--- config.mk ---
export PLATFORM = sky130hd
export DESIGN_NAME = param_acc_cpu
export DESIGN_NICKNAME = d
export VERILOG_FILES = /design/src/rtl/param_acc_cpu_pkg.sv /design/src/rtl/param_acc_cpu_alu.sv /design/src/rtl/param_acc_cpu.sv
export SDC_FILE = /design/constraint.sdc
export NUM_CORES = 1
export LEC_CHECK = 0
export ABC_AREA = 0
export CAP_MARGIN = 40
export CORE_MARGIN = 2
export CORE_UTILIZATION = 30
export DETAILED_ROUTE_END_ITERATION = 7
export PLACE_DENSITY = 0.58
export REMOVE_ABC_BUFFERS = 1
export SLEW_MARGIN = 15
export SYNTH_ARGS = -nofsm -noshare
export SYNTH_HDL_FRONTEND = slang
export SYNTH_SLANG_ARGS = --single-unit
--- constraint.sdc ---
create_clock -name clock -period 12.4 [get_ports clock]
set_input_delay 1.86 -clock clock [delete_from_list [all_inputs] [get_ports clock]]
set_output_delay 1.86 -clock clock [all_outputs]
set_load 0.05 [all_outputs]
--- src/rtl/param_acc_cpu_pkg.sv ---
// ---------------------------------------------------------------------------
// param_acc_cpu_pkg
// Shared definitions for the accumulator CPU:
//   - FSM state encoding (FETCH / EXECUTE / HALT)
//   - opcode field width and position helper
//   - 4-bit opcode constants and memory-opcode classification
// No ports (package).
// ---------------------------------------------------------------------------
package param_acc_cpu_pkg;

  typedef enum logic [1:0] {
    S_FETCH   = 2'd0,
    S_EXECUTE = 2'd1,
    S_HALT    = 2'd2
  } cpu_state_e;

  // The opcode always occupies the top OPC_W bits of the instruction word.
  localparam int OPC_W = 4;

  function automatic int opc_lsb(input int data_w);
    return data_w - OPC_W;
  endfunction

  localparam logic [3:0] OP_NOP  = 4'h0;
  localparam logic [3:0] OP_ADD  = 4'h1;
  localparam logic [3:0] OP_SHL  = 4'h2;
  localparam logic [3:0] OP_SHR  = 4'h3;
  localparam logic [3:0] OP_LDI  = 4'h4;
  localparam logic [3:0] OP_LD   = 4'h5;
  localparam logic [3:0] OP_OR   = 4'h6;
  localparam logic [3:0] OP_ST   = 4'h7;
  localparam logic [3:0] OP_BR   = 4'h8;
  localparam logic [3:0] OP_AND  = 4'h9;
  localparam logic [3:0] OP_SUB  = 4'hA;
  localparam logic [3:0] OP_XOR  = 4'hB;
  localparam logic [3:0] OP_BZ   = 4'hC;
  localparam logic [3:0] OP_BN   = 4'hD;
  localparam logic [3:0] OP_NOP2 = 4'hE;
  localparam logic [3:0] OP_HLT  = 4'hF;

  // Opcodes that need a data-memory access during EXECUTE.
  function automatic logic is_mem_op(input logic [3:0] op);
    case (op)
      OP_ADD, OP_SHL, OP_SHR, OP_LD, OP_OR,
      OP_ST, OP_AND, OP_SUB, OP_XOR: return 1'b1;
      default:                       return 1'b0;
    endcase
  endfunction

endpackage

--- src/rtl/param_acc_cpu_alu.sv ---
// ---------------------------------------------------------------------------
// param_acc_alu
// Combinational result unit for the memory opcodes.
// Ports:
//   ac     (in,  DATA_W) current accumulator
//   m      (in,  DATA_W) memory operand
//   opcode (in,  4)      instruction opcode
//   result (out, DATA_W) new accumulator value (equals ac for ST and
//                        any non-memory opcode)
// ---------------------------------------------------------------------------
module param_acc_alu
  import param_acc_cpu_pkg::*;
#(
  parameter int DATA_W = 32
) (
  input  logic [DATA_W-1:0] ac,
  input  logic [DATA_W-1:0] m,
  input  logic [3:0]        opcode,
  output logic [DATA_W-1:0] result
);

  // Shift distances of DATA_W or more flush the accumulator to zero.
  logic shift_ovf;
  assign shift_ovf = (m >= DATA_W'(DATA_W));

  always_comb begin
    result = ac;
    case (opcode)
      OP_ADD: result = ac + m;
      OP_SUB: result = ac - m;
      OP_SHL: result = shift_ovf ? '0 : (ac << m);
      OP_SHR: result = shift_ovf ? '0 : (ac >> m);
      OP_LD:  result = m;
      OP_OR:  result = ac | m;
      OP_AND: result = ac & m;
      OP_XOR: result = ac ^ m;
      default: result = ac;
    endcase
  end

endmodule

--- src/rtl/param_acc_cpu.sv ---
// ---------------------------------------------------------------------------
// param_acc_cpu
// Minimal accumulator CPU with a FETCH / EXECUTE / HALT state machine and a
// single ready-qualified memory port shared by instruction and data.
// Ports:
//   clock, reset            clock and asynchronous active-high reset
//   mem_req, mem_we         access request / write qualifier (from state+IR)
//   mem_addr  (ADDR_W)      PC in FETCH, operand address in EXECUTE
//   mem_wdata (DATA_W)      always the accumulator
//   mem_rdata (DATA_W)      read data, used when mem_req && mem_ready
//   mem_ready               completes the current access
//   PC, IR, AC              architectural registers for debug
//   halted                  high while in HALT
// ---------------------------------------------------------------------------
module param_acc_cpu
  import param_acc_cpu_pkg::*;
#(
  parameter int DATA_W = 32,
  parameter int ADDR_W = 16
) (
  input  logic              clock,
  input  logic              reset,
  output logic              mem_req,
  output logic              mem_we,
  output logic [ADDR_W-1:0] mem_addr,
  output logic [DATA_W-1:0] mem_wdata,
  input  logic [DATA_W-1:0] mem_rdata,
  input  logic              mem_ready,
  output logic [ADDR_W-1:0] PC,
  output logic [DATA_W-1:0] IR,
  output logic [DATA_W-1:0] AC,
  output logic              halted
);

  localparam int OPC_LSB = opc_lsb(DATA_W);

  // The opcode field and the address field must not overlap.
  if (DATA_W < ADDR_W + OPC_W) begin : g_bad_widths
    $error("param_acc_cpu: DATA_W must be at least ADDR_W+4");
  end

  cpu_state_e        state_q, state_d;
  logic [ADDR_W-1:0] pc_q, pc_d;
  logic [DATA_W-1:0] ir_q, ir_d;
  logic [DATA_W-1:0] ac_q, ac_d;
  logic              halted_q, halted_d;

  logic [3:0]        opcode;
  logic [ADDR_W-1:0] operand;
  logic              mem_op;
  logic [DATA_W-1:0] alu_result;

  assign opcode  = ir_q[OPC_LSB +: OPC_W];
  assign operand = ir_q[ADDR_W-1:0];
  assign mem_op  = is_mem_op(opcode);

  param_acc_alu #(.DATA_W(DATA_W)) u_alu (
    .ac     (ac_q),
    .m      (mem_rdata),
    .opcode (opcode),
    .result (alu_result)
  );

  // Memory strobes depend only on state and IR so a slow memory can never
  // see its own ready feed back into the request.
  always_comb begin
    mem_req  = 1'b0;
    mem_we   = 1'b0;
    mem_addr = pc_q;
    case (state_q)
      S_FETCH: begin
        mem_req = 1'b1;
      end
      S_EXECUTE: begin
        mem_req  = mem_op;
        mem_we   = (opcode == OP_ST);
        mem_addr = operand;
      end
      default: begin
        mem_req = 1'b0;
      end
    endcase
  end

  // Next-state logic: every transition out of FETCH or a memory EXECUTE
  // waits for mem_ready, so all registers hold during wait states.
  always_comb begin
    state_d  = state_q;
    pc_d     = pc_q;
    ir_d     = ir_q;
    ac_d     = ac_q;
    halted_d = halted_q;
    case (state_q)
      S_FETCH: begin
        if (mem_ready) begin
          ir_d    = mem_rdata;
          pc_d    = pc_q + ADDR_W'(1);
          state_d = S_EXECUTE;
        end
      end
      S_EXECUTE: begin
        if (mem_op) begin
          if (mem_ready) begin
            ac_d    = alu_result;
            state_d = S_FETCH;
          end
        end else begin
          state_d = S_FETCH;
          case (opcode)
            OP_LDI: ac_d = {{(DATA_W-ADDR_W){1'b0}}, operand};
            OP_BR:  pc_d = operand;
            OP_BZ:  if (ac_q == '0) pc_d = operand;
            OP_BN:  if (ac_q[DATA_W-1]) pc_d = operand;
            OP_HLT: begin
              state_d  = S_HALT;
              halted_d = 1'b1;
            end
            default: ;
          endcase
        end
      end
      S_HALT: ;
      default: state_d = S_FETCH;
    endcase
  end

  always_ff @(posedge clock or posedge reset) begin
    if (reset) begin
      state_q  <= S_FETCH;
      pc_q     <= '0;
      ir_q     <= '0;
      ac_q     <= '0;
      halted_q <= 1'b0;
    end else begin
      state_q  <= state_d;
      pc_q     <= pc_d;
      ir_q     <= ir_d;
      ac_q     <= ac_d;
      halted_q <= halted_d;
    end
  end

  assign mem_wdata = ac_q;
  assign PC        = pc_q;
  assign IR        = ir_q;
  assign AC        = ac_q;
  assign halted    = halted_q;

endmodule

==> impl_metrics.py, run 1 <==
metrics = {
    "run_status": {
        "status": "complete, but fails checks",
        "violations": "design-rule violations",
    },
    "timing": {
        "max_freq_mhz": 154,
        "period_share_pct": 52.3,
        "fin_tns_setup_ps": 0,
        "hold_violations": 0,
        "rsz0062_at_grt": "false",
        "fin_crit_ps": 6490,
        "skew_ps": 11.1,
        "finalHoldWorstSlack_ps": 476,
        "slew_violations": 0,
        "max_slew_margin_pct": 41.3,
        "worstMarginPinSlew_ps": 872,
        "setup_viol": 0,
    },
    "layout": {
        "area_growth_pct": 18.6,
        "fin_nets": 1712,
        "finish.utilization_pct": 36.1,
        "stdcell_area_um2": 14400,
        "drive_gt1_share_pct": 11.9,
        "n_antenna_cell": 0,
        "final_common_cell": "clkdlybuf4s50_1",
        "layout_common_cells": "clkdlybuf4s50_1, nand2_1, nor2_1",
    },
    "global_route": {
        "grt_pass1_vias": 12700,
        "grt_pass1_wl_um": 83800,
        "antenna_found_initial": 0,
        "grt-ovfl-total": 0,
        "grt_max_degree": 68,
        "grt_use_total_pct": 26.6,
    },
    "synth": {
        "synth_area_um2": 12100,
        "synth.avg_cell_area_um2": 8.04,
        "yosysWarningCount": 0,
        "synthFlopType": "dfrtp_1",
        "synth_edf_count": 0,
        "postSynth.asyncResetShare_pct": 100,
        "ys_seq_area_share_pct": 17.1,
        "synth.distinct_cells": 84,
        "synthCells": 1508,
        "ys_ff_latch": 83,
    },
    "power_and_ir_drop": {
        "totalPowerFinal_mw": 4.48,
        "leakage_nw": 5.68,
        "ir_drop_mv": 0.237,
        "power_frac_comb_pct": 78.0,
        "seqPwrFrac_pct": 15.5,
        "switching_power_mw": 2.69,
        "netSwitchingFraction_pct": 59.9,
        "cell_internal_pwr_mw": 1.80,
        "power_frac_clock_pct": 6.5,
        "power_density_nw_per_um2": 312,
    },
    "clock_tree": {
        "holdBufCountCts": 0,
        "clk_path_buf_depth": 2,
        "worstSkewPairLatency_ps": 370,
        "htreeDepth": 3,
        "root_buffer": "clkbuf_16",
        "cts.repair.resized": 0,
        "path_clk_slew_ps": 70,
        "post-cts-setup-buffers": 0,
        "cts.sinks": 83,
        "cts_buffers": 9,
        "cts_tree": "built",
    },
    "detailed_routing": {
        "drc": 1,
        "dr.pass1.iters": 8,
        "met3WireLength_um": 5450,
        "drtAntennaViolNets": 0,
        "drt_iter0_drc": 1522,
        "wire_per_inst_um": 26.7,
        "num_vias": 13200,
        "dr_wl_met2_um": 24400,
        "vias_per_cell": 6.25,
        "routed.top_layer": "met4",
        "wl_um": 56200,
        "wl_met1_um": 24200,
    },
    "critical_path": {
        "slowest_delay_ps": 630,
        "path_cells": "clkdlybuf4s50_1, buf_4, nor4_1, buf_2, and3_1, nor2b_1, a31oi_1, xnor2_1, ha_1, and3_1, and2_1, a221oi_1, o2111ai_1, a21oi_1, xor2_1, nor3_1, a211o_1",
        "timing.critical_path.from": "mem_rdata[4]",
        "required_ps": 12650,
        "critical_path.max_fanout": 44,
        "r2r_start": "IR[29]$_DFFE_PP0P_",
        "critPathKind": "in -> reg",
        "start_kind": "primary input",
        "crit_top_cell": "and3_1",
        "critPathArrivalTime_ps": 6740,
        "crit_path_top_delay_cell": "nor4_1",
        "cp-end-kind": "flip-flop",
    },
    "min_path": {
        "hold_start": "halted$_DFFE_PP0P_",
        "min-delay-path-class": "reg -> reg",
    },
    "floorplan": {
        "design.die.area_um2": 42000,
        "die_h_um": 205,
        "die_w_um": 205,
        "num_rows": 73,
        "start_util_pct": 30.4,
        "core_um2": 39800,
        "pin_count": 166,
    },
    "placement": {
        "place_congestion": 1.04,
        "dp_hpwl_um": 41100,
        "io_buffers": 165,
        "placed_cell_area_um2": 14100,
    },
    "flow_run": {
        "maxCapViolations": 0,
    },
}
## flip-flops by register name, summed over array words and instances, names as in the netlist
name	count
state_q	2
IR	32
PC	16
AC	32
halted	1
## layer usage
layer | vias up | global-route usage [%]
met5 | - | 0
met4 | 0 | 10.1
met3 | 134 | 4.69
met2 | 749 | 40.2
met1 | 6490 | 37.5
li1 | 5799 | -
## final cells by class
| cell class | instances | area [um2] |
|---|---|---|
| multi-input combinational | 1191 | 9030 |
| tap | 525 | 657 |
| timing repair buffer | 211 | 2000 |
| inverter | 83 | 314 |
| clock inverter | 5 | 63.8 |
| fill | 4210 | 25400 |
| sequential | 83 | 2080 |
| clock buffer | 10 | 239 |
## power groups by stage
stage | Clock, mW | Sequential (mW) | Combinational, mW
2_1_floorplan | 0 | 1.20 | 1.65
3_3_place_gp | 0 | 0.686 | 3.41
3_5_place_dp | 0 | 0.691 | 3.44
4_1_cts | 0.300 | 0.688 | 3.46
5_1_grt | 0.312 | 0.714 | 3.72
6_report | 0.293 | 0.694 | 3.50
## per-stage QoR
stage	std cells	setup WS, ps
4_1_cts	2108	6030
6_report	2108	5910
3_5_place_dp	2093	5680
3_3_place_gp	2088	5430
5_1_grt	2108	5640
2_1_floorplan	1357	6830
## final timing paths
check / end / slack, ps / depth (start not counted)
max: AC[28]$_DFFE_PP0P_ / 5910 / 17
min: halted$_DFFE_PP0P_ / 480 / 1
max reg2reg: AC[22]$_DFFE_PP0P_ / 7480 / 14
min reg2reg: halted$_DFFE_PP0P_ / 480 / 1
max in group asynchronous: AC[1]$_DFFE_PP0P_ / 9750 / 4
min in group asynchronous: IR[27]$_DFFE_PP0P_ / 1810 / 2
## Yosys cell counts, types with 11 or more instances
library cell | instances | area share (%)
or3_1 | 12 | 0.62
and3_1 | 16 | 0.83
a31oi_1 | 31 | 1.6
o31ai_1 | 13 | 0.80
mux2_2 | 47 | 4.4
xnor2_1 | 45 | 3.3
clkbuf_1 | 80 | 2.5
ha_1 | 97 | 10
o211ai_1 | 28 | 1.7
a211oi_1 | 21 | 1.3
o21ai_0 | 75 | 3.1
buf_4 | 37 | 2.3
buf_2 | 20 | 0.83
a221oi_1 | 22 | 1.6
a21o_1 | 12 | 0.74
nor3_1 | 37 | 1.5
a222oi_1 | 15 | 1.2
nand4_1 | 14 | 0.72
nand2_1 | 150 | 4.6
inv_1 | 82 | 2.5
o22ai_1 | 23 | 1.2
nand3_1 | 30 | 1.2
buf_1 | 12 | 0.37
nor2_1 | 111 | 3.4
mux4_2 | 44 | 8.2
a21oi_1 | 98 | 4.0
mux2i_1 | 58 | 4.8
nand2b_1 | 11 | 0.57
nor4_1 | 20 | 1.0
dfrtp_1 | 83 | 17
## worst max-delay path: cells and delay by family
kind	cells	cell delay, ps
simple gates	6	2000
compound gates	5	1200
buf+inv	3	960
fa+ha+maj	1	350
xor+xnor	2	320
## kinds of logic after synthesis
group	synth area share [%]
and+or+nand+nor	18.2
AOI/OAI and AO/OA	24.8
buffers and inverters	8.72
muxes	17.3
adders and majority gates	10.2
DFF	17.1
xor gates and xnor gates	3.68
(Power assumes the default switching activity.)
==> run 2: changes to the inputs <==
Settings changed: PLACE_DENSITY 0.58 to 0.6.
Clock period 12.4 ns to 5.42 ns, I/O delays scaled along.
==> run 2 against run 1 <==
Against the previous run: critical endpoint is now AC[25]$_DFFE_PP0P_; power up 130%; critical path depth down 3; global-route usage about the same; die area unchanged; first-iteration DRC count down 2.0%; highest routed layer unchanged; the flow now finishes without violations; worst setup slack worse by 5500 ps.
==> impl_metrics.py, run 2 (synthesis results as in run 1) <==
metrics = {
    "run_status": {
        "status": "completed",
    },
    "layout": {
        "area_growth_pct": 20.0,
        "final_common_cell": "clkdlybuf4s50_1",
        "fin_nets": 1736,
        "n_antenna_cell": 0,
        "drive_gt1_share_pct": 13.0,
        "layout_common_cells": "clkdlybuf4s50_1, nand2_1, nor2_1",
    },
    "critical_path": {
        "critPathKind": "in -> reg",
        "r2r_start": "IR[30]$_DFFE_PP0P_",
        "critical_path.max_fanout": 8,
        "required_ps": 5700,
        "reg2reg_to": "AC[22]$_DFFE_PP0P_",
        "critPathArrivalTime_ps": 5290,
        "start_kind": "primary input",
        "timing.critical_path.from": "mem_rdata[6]",
        "cp-end-kind": "flip-flop",
        "ff2ff_setup_slack_ps": 960,
        "reg2reg_depth": 15,
    },
    "power_and_ir_drop": {
        "totalPowerFinal_mw": 10.2,
        "power_density_nw_per_um2": 702,
        "leakage_nw": 5.78,
        "ir_drop_mv": 0.664,
    },
    "clock_tree": {
        "worstSkewPairLatency_ps": 370,
        "holdBufCountCts": 0,
        "post-cts-setup-buffers": 0,
        "cts_tree": "built",
        "cts.sinks": 83,
        "clk_path_buf_depth": 2,
        "cts_buffers": 9,
        "path_clk_slew_ps": 70,
        "cts.repair.resized": 0,
        "htreeDepth": 3,
        "root_buffer": "clkbuf_16",
    },
    "detailed_routing": {
        "drtAntennaViolNets": 0,
        "wl_um": 56500,
        "wire_per_inst_um": 26.5,
        "vias_per_cell": 6.22,
        "drc": 0,
        "dr.pass1.iters": 6,
        "num_vias": 13300,
        "drt_iter0_drc": 1492,
    },
    "timing": {
        "worstMarginPinSlew_ps": 958,
        "period_share_pct": 92.4,
        "fin_tns_setup_ps": 0,
        "rsz0062_at_grt": "false",
        "max_slew_margin_pct": 35.6,
        "finalHoldWorstSlack_ps": 477,
        "skew_ps": 9.36,
        "slew_violations": 0,
        "fin_crit_ps": 5010,
        "hold_violations": 0,
        "max_freq_mhz": 200,
        "setup_viol": 0,
    },
    "global_route": {
        "antenna_found_initial": 0,
        "grt_pass1_vias": 12600,
        "grt_max_degree": 67,
        "grt-ovfl-total": 0,
        "grt_pass1_wl_um": 84100,
        "grt_use_total_pct": 26.6,
    },
    "floorplan": {
        "design.die.area_um2": 42000,
        "start_util_pct": 30.4,
        "pin_count": 166,
        "die_w_um": 205,
        "die_h_um": 205,
        "core_um2": 39800,
        "num_rows": 73,
    },
    "flow_run": {
        "maxCapViolations": 0,
    },
    "min_path": {
        "hold_depth": 1,
        "min-delay-path-class": "reg -> reg",
        "hold_start": "halted$_DFFE_PP0P_",
        "hold_end": "halted$_DFFE_PP0P_",
    },
    "placement": {
        "dp_hpwl_um": 42200,
        "io_buffers": 165,
        "place_congestion": 1.03,
    },
}
==> run 2: critical path: stages <==
cell and delay [ps]:
clkdlybuf4s50_1 420, nor4_1 830, nand3_1 330, nor2_1 420
a41oi_1 200, xnor2_1 160, ha_1 360, and2_1 200
and2_1 240, a32oi_1 260, o21ai_0 160, a311oi_1 370
mux2_2 380, a31oi_1 150
==> run 2: layout make-up <==
| cell class | count | area [um2] |
|---|---|---|
| clock buffers | 11 | 243 |
| clock inverters | 5 | 37.5 |
| fillers | 4219 | 25300 |
| inverters | 83 | 313 |
| multi-input cells | 1191 | 9020 |
| flip-flops and latches | 83 | 2080 |
| well taps | 525 | 657 |
| repair buffers | 235 | 2200 |
==> run 2: worst max-delay path by stage <==
stage	endpoint	slack, ps	cells past startpoint
after floorplan	AC[22]$_DFFE_PP0P_	260	13
after global placement	AC[28]$_DFFE_PP0P_	210	15
after detailed placement	AC[25]$_DFFE_PP0P_	180	14
after CTS	AC[25]$_DFFE_PP0P_	540	14
after global routing	AC[30]$_DFFE_PP0P_	300	15
final	AC[25]$_DFFE_PP0P_	410	14
==> run 2: where the power goes <==
| group | internal (mW) | total [mW] | switching (mW) |
|---|---|---|---|
| logic | 2.83 | 7.81 | 4.98 |
| clock network | 0.326 | 0.638 | 0.312 |
| registers | 0.909 | 1.77 | 0.861 |
==> run 2: per-layer routing <==
layer	GRT usage, %	routed length [um]	vias up
met2	40.3	24700	744
met4	9.89	2130	0
li1	-	-	5848
met1	37.4	24400	6557
met5	0	0	-
met3	4.74	5260	121
==> run 2: stage by stage <==
| stage | util [%] | instances | area, um2 | setup slack, ps |
|---|---|---|---|---|
| after CTS | 36.5 | 2133 | 14500 | 538 |
| after global routing | 36.5 | 2133 | 14500 | 304 |
| after detailed placement | 35.8 | 2117 | 14300 | 175 |
| after global placement | 35.7 | 2114 | 14200 | 205 |
| after floorplan | - | 1357 | 11400 | 257 |
| final | 36.5 | 2133 | 14500 | 412 |
